### src/rtl/ctrl_pipe_pkg.sv
// Shared definitions for the decode->execute->mem->writeback control pipeline.
// Stage indices and control-word field positions used by decoders and datapath.
package ctrl_pipe_pkg;

   localparam int unsigned STG_E = 0;
   localparam int unsigned STG_M = 1;
   localparam int unsigned STG_W = 2;

   localparam int unsigned CTRL_W      = 13;
   localparam int unsigned F_MEMTOREG  = 0;
   localparam int unsigned F_MEMWRITE  = 1;
   localparam int unsigned F_ALUSRC    = 2;
   localparam int unsigned F_REGDST    = 3;
   localparam int unsigned F_REGWRITE  = 4;
   localparam int unsigned F_ALUCTRL_L = 5;
   localparam int unsigned F_ALUCTRL_W = 5;
   localparam int unsigned F_BAL       = 10;
   localparam int unsigned F_JAL       = 11;
   localparam int unsigned F_JR        = 12;

   // Field view of one control word, MSB first to match the bit positions above
   typedef struct packed {
      logic       jr;
      logic       jal;
      logic       bal;
      logic [4:0] alu_ctrl;
      logic       regwrite;
      logic       regdst;
      logic       alusrc;
      logic       memwrite;
      logic       memtoreg;
   } ctrl_word_t;

endpackage

### src/rtl/ctrl_pipe_if.sv
// Bus bundle between decode/hazard logic (master) and the control pipeline (slave).
interface ctrl_pipe_if #(
   parameter int unsigned CW     = 13,
   parameter int unsigned NSTG   = 3,
   parameter int unsigned SCNT_W = 32
) ();

   logic [CW-1:0]      ctrl_d;
   logic               valid_d;
   logic [NSTG-1:0]    stall_req;
   logic [NSTG-1:0]    flush;
   logic               mc_start;
   logic [NSTG*CW-1:0] ctrl_o;
   logic [NSTG-1:0]    valid_o;
   logic               hold_d;
   logic               mc_busy;
   logic               mc_done;
   logic [SCNT_W-1:0]  stall_cnt;

   modport master (
      output ctrl_d, valid_d, stall_req, flush, mc_start,
      input  ctrl_o, valid_o, hold_d, mc_busy, mc_done, stall_cnt
   );

   modport slave (
      input  ctrl_d, valid_d, stall_req, flush, mc_start,
      output ctrl_o, valid_o, hold_d, mc_busy, mc_done, stall_cnt
   );

endinterface

### src/rtl/ctrl_stage_reg.sv
// One pipeline stage: control word plus valid, with flush > hold > bubble > load priority.
module ctrl_stage_reg #(
   parameter int unsigned CW = 13
) (
   input  logic          clk,
   input  logic          rst,
   input  logic          flush,
   input  logic          hold,
   input  logic          bubble,
   input  logic [CW-1:0] in_word,
   input  logic          in_valid,
   output logic [CW-1:0] out_word,
   output logic          out_valid
);

   logic [CW-1:0] word_q, word_d;
   logic          vld_q, vld_d;

   // An invalid stage never carries a non-zero word
   always_comb begin
      word_d = word_q;
      vld_d  = vld_q;
      if (flush || (!hold && bubble)) begin
         word_d = '0;
         vld_d  = 1'b0;
      end else if (!hold) begin
         word_d = in_valid ? in_word : '0;
         vld_d  = in_valid;
      end
   end

   always_ff @(posedge clk) begin
      if (rst) begin
         word_q <= '0;
         vld_q  <= 1'b0;
      end else begin
         word_q <= word_d;
         vld_q  <= vld_d;
      end
   end

   assign out_word  = word_q;
   assign out_valid = vld_q;

endmodule

### src/rtl/ctrl_pipe.sv
// Control-word pipeline with per-stage stall/flush, bubble insertion,
// a multi-cycle-op interlock on the first stage and a saturating stall counter.
module ctrl_pipe
   import ctrl_pipe_pkg::*;
#(
   parameter int unsigned CW        = 13,
   parameter int unsigned NSTG      = 3,
   parameter int unsigned MC_CYCLES = 32,
   parameter int unsigned SCNT_W    = 32
) (
   input logic          clk,
   input logic          rst,
   ctrl_pipe_if.slave   bus
);

   localparam int unsigned MCW = $clog2(MC_CYCLES + 1);

   logic [NSTG-1:0]    s_eff_c;
   logic [CW-1:0]      word_s [NSTG];
   logic [NSTG-1:0]    vld_s;
   logic [NSTG*CW-1:0] ctrl_flat;

   logic [MCW-1:0]     mc_cnt_q, mc_cnt_d;
   logic               mc_busy_q, mc_busy_d;
   logic               mc_done_q, mc_done_d;
   logic [SCNT_W-1:0]  stall_cnt_q, stall_cnt_d;

   // A stage stalls if it or any later stage stalls; the interlock also stalls stage E
   always_comb begin
      s_eff_c = '0;
      for (int k = 0; k < NSTG; k++) begin
         s_eff_c[k] = |(bus.stall_req >> k);
      end
      s_eff_c[STG_E] = s_eff_c[STG_E] | mc_busy_q;
   end

   for (genvar k = 0; k < NSTG; k++) begin : g_stage
      logic [CW-1:0] in_word;
      logic          in_valid;
      logic          bubble;

      if (k == 0) begin : g_first
         assign in_word  = bus.ctrl_d;
         assign in_valid = bus.valid_d;
         assign bubble   = 1'b0;
      end else begin : g_rest
         assign in_word  = word_s[k-1];
         assign in_valid = vld_s[k-1];
         assign bubble   = s_eff_c[k-1];
      end

      ctrl_stage_reg #(.CW(CW)) u_stage (
         .clk       (clk),
         .rst       (rst),
         .flush     (bus.flush[k]),
         .hold      (s_eff_c[k]),
         .bubble    (bubble),
         .in_word   (in_word),
         .in_valid  (in_valid),
         .out_word  (word_s[k]),
         .out_valid (vld_s[k])
      );
   end

   always_comb begin
      ctrl_flat = '0;
      for (int k = 0; k < NSTG; k++) begin
         ctrl_flat[k*CW +: CW] = word_s[k];
      end
   end

   // Interlock counter: flush of stage E cancels a running op without a done pulse
   always_comb begin
      mc_cnt_d  = mc_cnt_q;
      mc_done_d = 1'b0;
      if (bus.flush[STG_E]) begin
         mc_cnt_d = '0;
      end else if (mc_cnt_q != '0) begin
         mc_cnt_d  = mc_cnt_q - MCW'(1);
         mc_done_d = (mc_cnt_q == MCW'(1));
      end else if (bus.mc_start && vld_s[STG_E]) begin
         mc_cnt_d = MCW'(MC_CYCLES);
      end
      mc_busy_d = (mc_cnt_d != '0);
   end

   always_comb begin
      stall_cnt_d = stall_cnt_q;
      if (s_eff_c[STG_E] && (stall_cnt_q != '1)) begin
         stall_cnt_d = stall_cnt_q + SCNT_W'(1);
      end
   end

   always_ff @(posedge clk) begin
      if (rst) begin
         mc_cnt_q    <= '0;
         mc_busy_q   <= 1'b0;
         mc_done_q   <= 1'b0;
         stall_cnt_q <= '0;
      end else begin
         mc_cnt_q    <= mc_cnt_d;
         mc_busy_q   <= mc_busy_d;
         mc_done_q   <= mc_done_d;
         stall_cnt_q <= stall_cnt_d;
      end
   end

   assign bus.ctrl_o    = ctrl_flat;
   assign bus.valid_o   = vld_s;
   assign bus.hold_d    = s_eff_c[STG_E];
   assign bus.mc_busy   = mc_busy_q;
   assign bus.mc_done   = mc_done_q;
   assign bus.stall_cnt = stall_cnt_q;

endmodule

### src/flat_wrapper.sv
// flat-port wrapper written by rule: the top's interface ports become plain ports
module ctrl_pipe_flat import ctrl_pipe_pkg::*;
#(
   parameter int unsigned CW        = 13,
   parameter int unsigned NSTG      = 3,
   parameter int unsigned MC_CYCLES = 32,
   parameter int unsigned SCNT_W    = 32
)
  (clk, rst, bus_ctrl_d, bus_valid_d, bus_stall_req, bus_flush, bus_mc_start, bus_ctrl_o, bus_valid_o, bus_hold_d, bus_mc_busy, bus_mc_done, bus_stall_cnt);
  ctrl_pipe_if #(.CW(CW), .NSTG(NSTG), .SCNT_W(SCNT_W)) bus_i ();
  input logic clk;
  input logic rst;
  input wire logic [$bits(bus_i.ctrl_d)-1:0] bus_ctrl_d;
  input wire logic [$bits(bus_i.valid_d)-1:0] bus_valid_d;
  input wire logic [$bits(bus_i.stall_req)-1:0] bus_stall_req;
  input wire logic [$bits(bus_i.flush)-1:0] bus_flush;
  input wire logic [$bits(bus_i.mc_start)-1:0] bus_mc_start;
  output wire logic [$bits(bus_i.ctrl_o)-1:0] bus_ctrl_o;
  output wire logic [$bits(bus_i.valid_o)-1:0] bus_valid_o;
  output wire logic [$bits(bus_i.hold_d)-1:0] bus_hold_d;
  output wire logic [$bits(bus_i.mc_busy)-1:0] bus_mc_busy;
  output wire logic [$bits(bus_i.mc_done)-1:0] bus_mc_done;
  output wire logic [$bits(bus_i.stall_cnt)-1:0] bus_stall_cnt;
  assign bus_i.ctrl_d = bus_ctrl_d;
  assign bus_i.valid_d = bus_valid_d;
  assign bus_i.stall_req = bus_stall_req;
  assign bus_i.flush = bus_flush;
  assign bus_i.mc_start = bus_mc_start;
  assign bus_ctrl_o = bus_i.ctrl_o;
  assign bus_valid_o = bus_i.valid_o;
  assign bus_hold_d = bus_i.hold_d;
  assign bus_mc_busy = bus_i.mc_busy;
  assign bus_mc_done = bus_i.mc_done;
  assign bus_stall_cnt = bus_i.stall_cnt;
  ctrl_pipe #(.CW(CW), .NSTG(NSTG), .MC_CYCLES(MC_CYCLES), .SCNT_W(SCNT_W)) u_core (.clk(clk), .rst(rst), .bus(bus_i));
endmodule
### config.mk
export PLATFORM = sky130hd
export DESIGN_NAME = ctrl_pipe_flat
export DESIGN_NICKNAME = d
export VERILOG_FILES = /design/src/rtl/ctrl_pipe_pkg.sv /design/src/rtl/ctrl_pipe_if.sv /design/src/rtl/ctrl_stage_reg.sv /design/src/rtl/ctrl_pipe.sv /design/src/flat_wrapper.sv
export SDC_FILE = /design/constraint.sdc
export NUM_CORES = 1
export LEC_CHECK = 0
export BUFFER_PORTS_ARGS = -buffer_cell sky130_fd_sc_hd__buf_2
export CORE_UTILIZATION = 25
export CTS_CLUSTER_SIZE = 30
export DETAILED_ROUTE_END_ITERATION = 12
export PLACE_DENSITY = 0.44
export SLEW_MARGIN = 25
export SYNTH_ARGS = -nofsm -noshare
export SYNTH_HDL_FRONTEND = slang
export SYNTH_SLANG_ARGS = --single-unit
### constraint.sdc
create_clock -name clk -period 5.95 [get_ports clk]
set_clock_uncertainty 0.2 [all_clocks]
set_input_delay 1.19 -clock clk [delete_from_list [all_inputs] [get_ports clk]]
set_output_delay 1.19 -clock clk [all_outputs]
set_load 0.01 [all_outputs]
After elaboration in Yosys (flattened, before gate mapping):

Index checks and enable logic that the tools add are counted.

* multiply operators: 0
* div/mod/pow operators: 0
* bitwise operators: 2
* eq/ne operators: 2
* $lt $le $gt $ge: 0
* $add $sub $neg: 2
* multiplexer cells: 6
* shift-type cells: 0
* reductions and logical operators: 16

Operators by type and width (count)
* 13-bit two-way mux: 3
* 32-bit by 1-bit adder with 32-bit output (second input constant): 1
* 32-bit inequality test (second input constant): 1
* 6-bit two-way mux: 3
* 6-bit nonzero test: 2
* 2-bit OR reduction: 4
* 6-bit by 1-bit equality test with 1-bit output (second input constant): 1
* 3-bit OR reduction: 2
* 6-bit by 1-bit subtractor with 6-bit output (second input constant): 1
* 1-bit logical AND: 4
* 1-bit zero test: 2
* 1-bit logical OR: 2
* 1-bit NOT: 1
* 1-bit OR: 1

* latch bits: 0
* memories kept: 0
* bits of input ports: 23
* RAM bits: 0
* logic and storage cells: 38
* output and inout bits: 77
* bits in read-only memories: 0
* register bits: 82

Logic depth before layout (Yosys ltp):

* depth after elaboration: 5
* depth in mapped cells: 10
* gate-level depth less buffers: 7

Cells and area by module:

A second synthesis with hierarchy kept.

* cell total of the unflattened synthesis: 452
* area total of the unflattened synthesis: 4206.5 um^2

Modules (own cells, without submodules)
* ctrl_pipe: area an instance 2198.4 um^2, seq. area each 800.8 um^2, instances 1, cells an instance 260
* ctrl_stage_reg: area an instance 669.4 um^2, seq. area each 280.3 um^2, instances 3, cells an instance 64

Worst setup path after synthesis:

Ideal clock, no wire load.

* kind: input-to-output
* from: input port bus_stall_req[2]
* to: output port bus_hold_d
* data arrival time: 2081 ps
* path buffers: 2
* setup slack: 2479 ps
* stages on the path: 5
* required time: 4560 ps
* path through: or2_1 -> buf_4 -> nor3_4 -> inv_4 -> clkbuf_1

* cells in the longest elaborated chain, start to end: 2

RTL lines
* start: declaration: line flat_wrapper.sv:15 `input wire logic [$bits(bus_i.stall_req)-1:0] bus_stall_req;`
* 3-bit OR reduction: line ctrl_pipe.sv:32 `s_eff_c[k] = |(bus.stall_req >> k);`
* 1-bit OR: line ctrl_pipe.sv:34 `s_eff_c[STG_E] = s_eff_c[STG_E] | mc_busy_q;`
* end: declaration: line flat_wrapper.sv:20 `output wire logic [$bits(bus_i.hold_d)-1:0] bus_hold_d;`

Every way passes these cells.

Worst setup path in the final report:

Same ends and word-level chain as after synthesis.

==> impl_metrics.env <==
export IMPL_drive_above_1_share_pct=24.18
export IMPL_row_count=43
export IMPL_synth_area_leaders="dfxtp_1, a21oi_1, nand3_1"
export IMPL_cp_start_kind="input port"
export IMPL_cp_required_ps=4560
export IMPL_critPathMaxStageDelay_ps=540
export IMPL_cap_violations=0
export IMPL_track_usage_pct=13.45
export IMPL_rrSetupSlack_ps=3100
export IMPL_die_w_um=121.1
export IMPL_clk_path_buf_depth=2
export IMPL_place_congestion=0.8216
export IMPL_p_leak_nw=1.704
export IMPL_syn_avg_cell_area_um2=8.249
export IMPL_r2r_cells=6
export IMPL_dr_pass1_iters=4
export IMPL_final_cell_mix="buf_2, dfxtp_1, a21oi_1, nand2_1, nor2_1"
export IMPL_n_antenna_cell=0
export IMPL_worstMarginPinSlew_ps=835.0
export IMPL_die_y_um=121.1
export IMPL_cts_hold_buffers=0
export IMPL_drc=0
export IMPL_grt_pass1_wl_mm=15.08
export IMPL_hold_viol=0
export IMPL_ys_flop_type="dfxtp_1"
export IMPL_syn_num_nets=457
export IMPL_min_period_ps=4241
export IMPL_min_to="u_core.g_stage[0].u_stage.out_word[1]$_SDFFE_PP0N_"
export IMPL_hold_start="u_core.g_stage[0].u_stage.out_word[1]$_SDFFE_PP0N_"
export IMPL_first_iter_violations=173
export IMPL_period_share_pct=71.27
export IMPL_die_area_um2=14670
export IMPL_crit_slowest_cell="nor3_4"
export IMPL_dr_total_vias=3357
export IMPL_async_flop_share_pct=0
export IMPL_final_common_cell="buf_2"
export IMPL_final_cell_count_no_fill=697
export IMPL_grt_overflow=0
export IMPL_critical_path_buf_inv_count=3
export IMPL_regToRegStartpoint="u_core.bus.stall_cnt[0]$_SDFFE_PP0P_"
export IMPL_cpLargestDelayFamily="simple AND/OR/NAND/NOR gates"
export IMPL_ys_types=44
export IMPL_finalSetupViolations=0
export IMPL_worstSetupPathType="input port to primary output"
export IMPL_nets=539
export IMPL_start_util_pct=25.55
export IMPL_ys_warnings_count=0
export IMPL_yosysSeqAreaShare_pct=46.28
export IMPL_hold_depth=2
export IMPL_synth_edf_count=0
export IMPL_cts_repair_resized=0
export IMPL_ys_ff_latch=82
export IMPL_cts_buffers=9
export IMPL_syn2layout_area_growth_pct=25.19
export IMPL_clock_fmax_mhz=235.8
export IMPL_clockRootBuffer="clkbuf_16"
export IMPL_max_slew_margin_rel_pct=44.13
export IMPL_avgViaCountPerCell=4.816
export IMPL_hold_path_class="flip-flop to flip-flop"
export IMPL_setup_tns_final_ps=0
export IMPL_synth_top_area_cell="dfxtp_1"
export IMPL_cts_tree="done"
export IMPL_timing_rr_end="u_core.bus.stall_cnt[1]$_SDFFE_PP0P_"
export IMPL_vdd_drop_max_uv=129.2
export IMPL_syn_inst=430
export IMPL_worstPathArrival_ps=2850
export IMPL_clock_latency_ps=350
export IMPL_crit_chain="buf_2 > or2_1 > nor3_4 > inv_4 > buf_2"
export IMPL_place_inst=681
export IMPL_status="finished clean"
export IMPL_io_pins=100
export IMPL_rsz0062_at_grt="no"
export IMPL_p_per_area_nw_per_um2=322.3
export IMPL_drtAntennaViolNets=0
export IMPL_totalWireLength_mm=9.664
export IMPL_yosysTopAreaCellShare_pct=46.28
export IMPL_grt_max_degree=36
export IMPL_routedWlPerCell_um=13.87
export IMPL_syn_cell_area_um2=3547
export IMPL_h_tree_depth=3
export IMPL_critical_path_max_fanout=23
export IMPL_path_clk_slew_ps=60
export IMPL_dp_final_hpwl_mm=6.955
export IMPL_post_cts_buffers=0
export IMPL_crit_top_cell="buf_2"
export IMPL_grt_pass1_vias=2895
export IMPL_antenna_found_initial=0
export IMPL_core_um2=13880
export IMPL_critPathCaptureType="primary output"
export IMPL_drv_slew=0
export IMPL_io_buffers=99
export IMPL_cts_sink_count=82
-- stage by stage --
step           cell area (um^2)  total power (W)  setup slack (ps)  util (%)  hold WS (ps)
2_1_floorplan              3547        0.0008112              2479         -         258.3
3_3_place_gp               4131        0.0008624              1738     29.76         259.7
3_5_place_dp               4131        0.0008627              1705     29.76         272.0
4_1_cts                    4441         0.001452              1701     31.99         280.9
5_1_grt                    4441         0.001527              1564     31.99         291.9
6_report                   4441         0.001431              1709     31.99         278.8
-- layer usage --
layer	share of wire, %	global-route usage [%]	vias to the layer above
met5	0	0	-
met4	1.7	5.324	0
met3	5.3	3.994	12
met2	46	20.14	73
met1	47	17.96	1566
li1	-	-	1706
-- kinds of logic after synthesis --
kind of cell             Yosys count  share of synthesized area, %
AO/OA/AOI/OAI                    107                         17.67
XOR/XNOR                           7                         1.728
adder cells (fa/ha/maj)            4                         1.411
buffers and inverters             40                         5.397
flip-flops                        82                         46.28
multiplexers                       2                        0.5644
AND/OR/NAND/NOR                  188                         26.95
-- area by class of cell --
cell class,count,area [um^2]
Timing Repair Buffer,101,510.5
Tap cell,180,225.2
Multi-Input combinational cell,308,1714
Clock inverter,7,83.83
Inverter,10,40.04
Clock buffer,9,225.2
Fill cell,1528,9440
Sequential cell,82,1642
-- sequential cells by signal, summed over array words and instances, names as in the netlist --
signal / cells
u_core.bus.stall_cnt: 32
u_core.bus.mc_done: 1
u_core.g_stage.u_stage.out_valid: 3
u_core.mc_cnt_q: 6
u_core.g_stage.u_stage.out_word: 39
u_core.bus.mc_busy: 1
-- worst min-delay path: cells and delay by family, from the launching register on --
kind,cells,cell delay (ps)
and+or+nand+nor,1,60
DFF,1,320
AOI/OAI and AO/OA,1,50
-- how the worst max path moves through the flow --
stage,start,to,slack (ps),depth (start not counted)
floorplan,bus_stall_req[2],bus_hold_d,2480,5
CTS,bus_stall_req[2],bus_hold_d,1700,5
finish,bus_stall_req[2],bus_hold_d,1710,5
global placement,bus_stall_req[2],bus_hold_d,1740,5
detailed placement,bus_stall_req[2],bus_hold_d,1710,5
global route,bus_stall_req[2],bus_hold_d,1560,5
-- cells in the mapped netlist, types with 2 or more instances --
library cell  instances
nand3_1              36
nand2_1              48
nand4_1              13
nor3_1                6
buf_2                 4
or2_2                 3
and4_1                4
and2_1                3
a22oi_1               8
mux2i_1               2
and3_1                4
o2111ai_1             2
o21ai_1               8
o31ai_1               9
o21ai_0              11
or3_1                17
xor2_1                5
clkbuf_1             19
dfxtp_1              82
xnor2_1               2
inv_1                 9
buf_4                 4
or4_1                 9
ha_1                  4
a21oi_1              62
nor2_1               38
-- power by group --
part	internal [W]	total [W]	switching [W]	leakage [nW]
clock network	0.000332	0.000581	0.000249	0.149
registers	0.000575	0.000608	0.0000329	0.662
logic	0.000100	0.000242	0.000142	0.894
total	0.00101	0.00143	0.000423	1.70
Note: power is estimated with default switching activity, not from simulation.
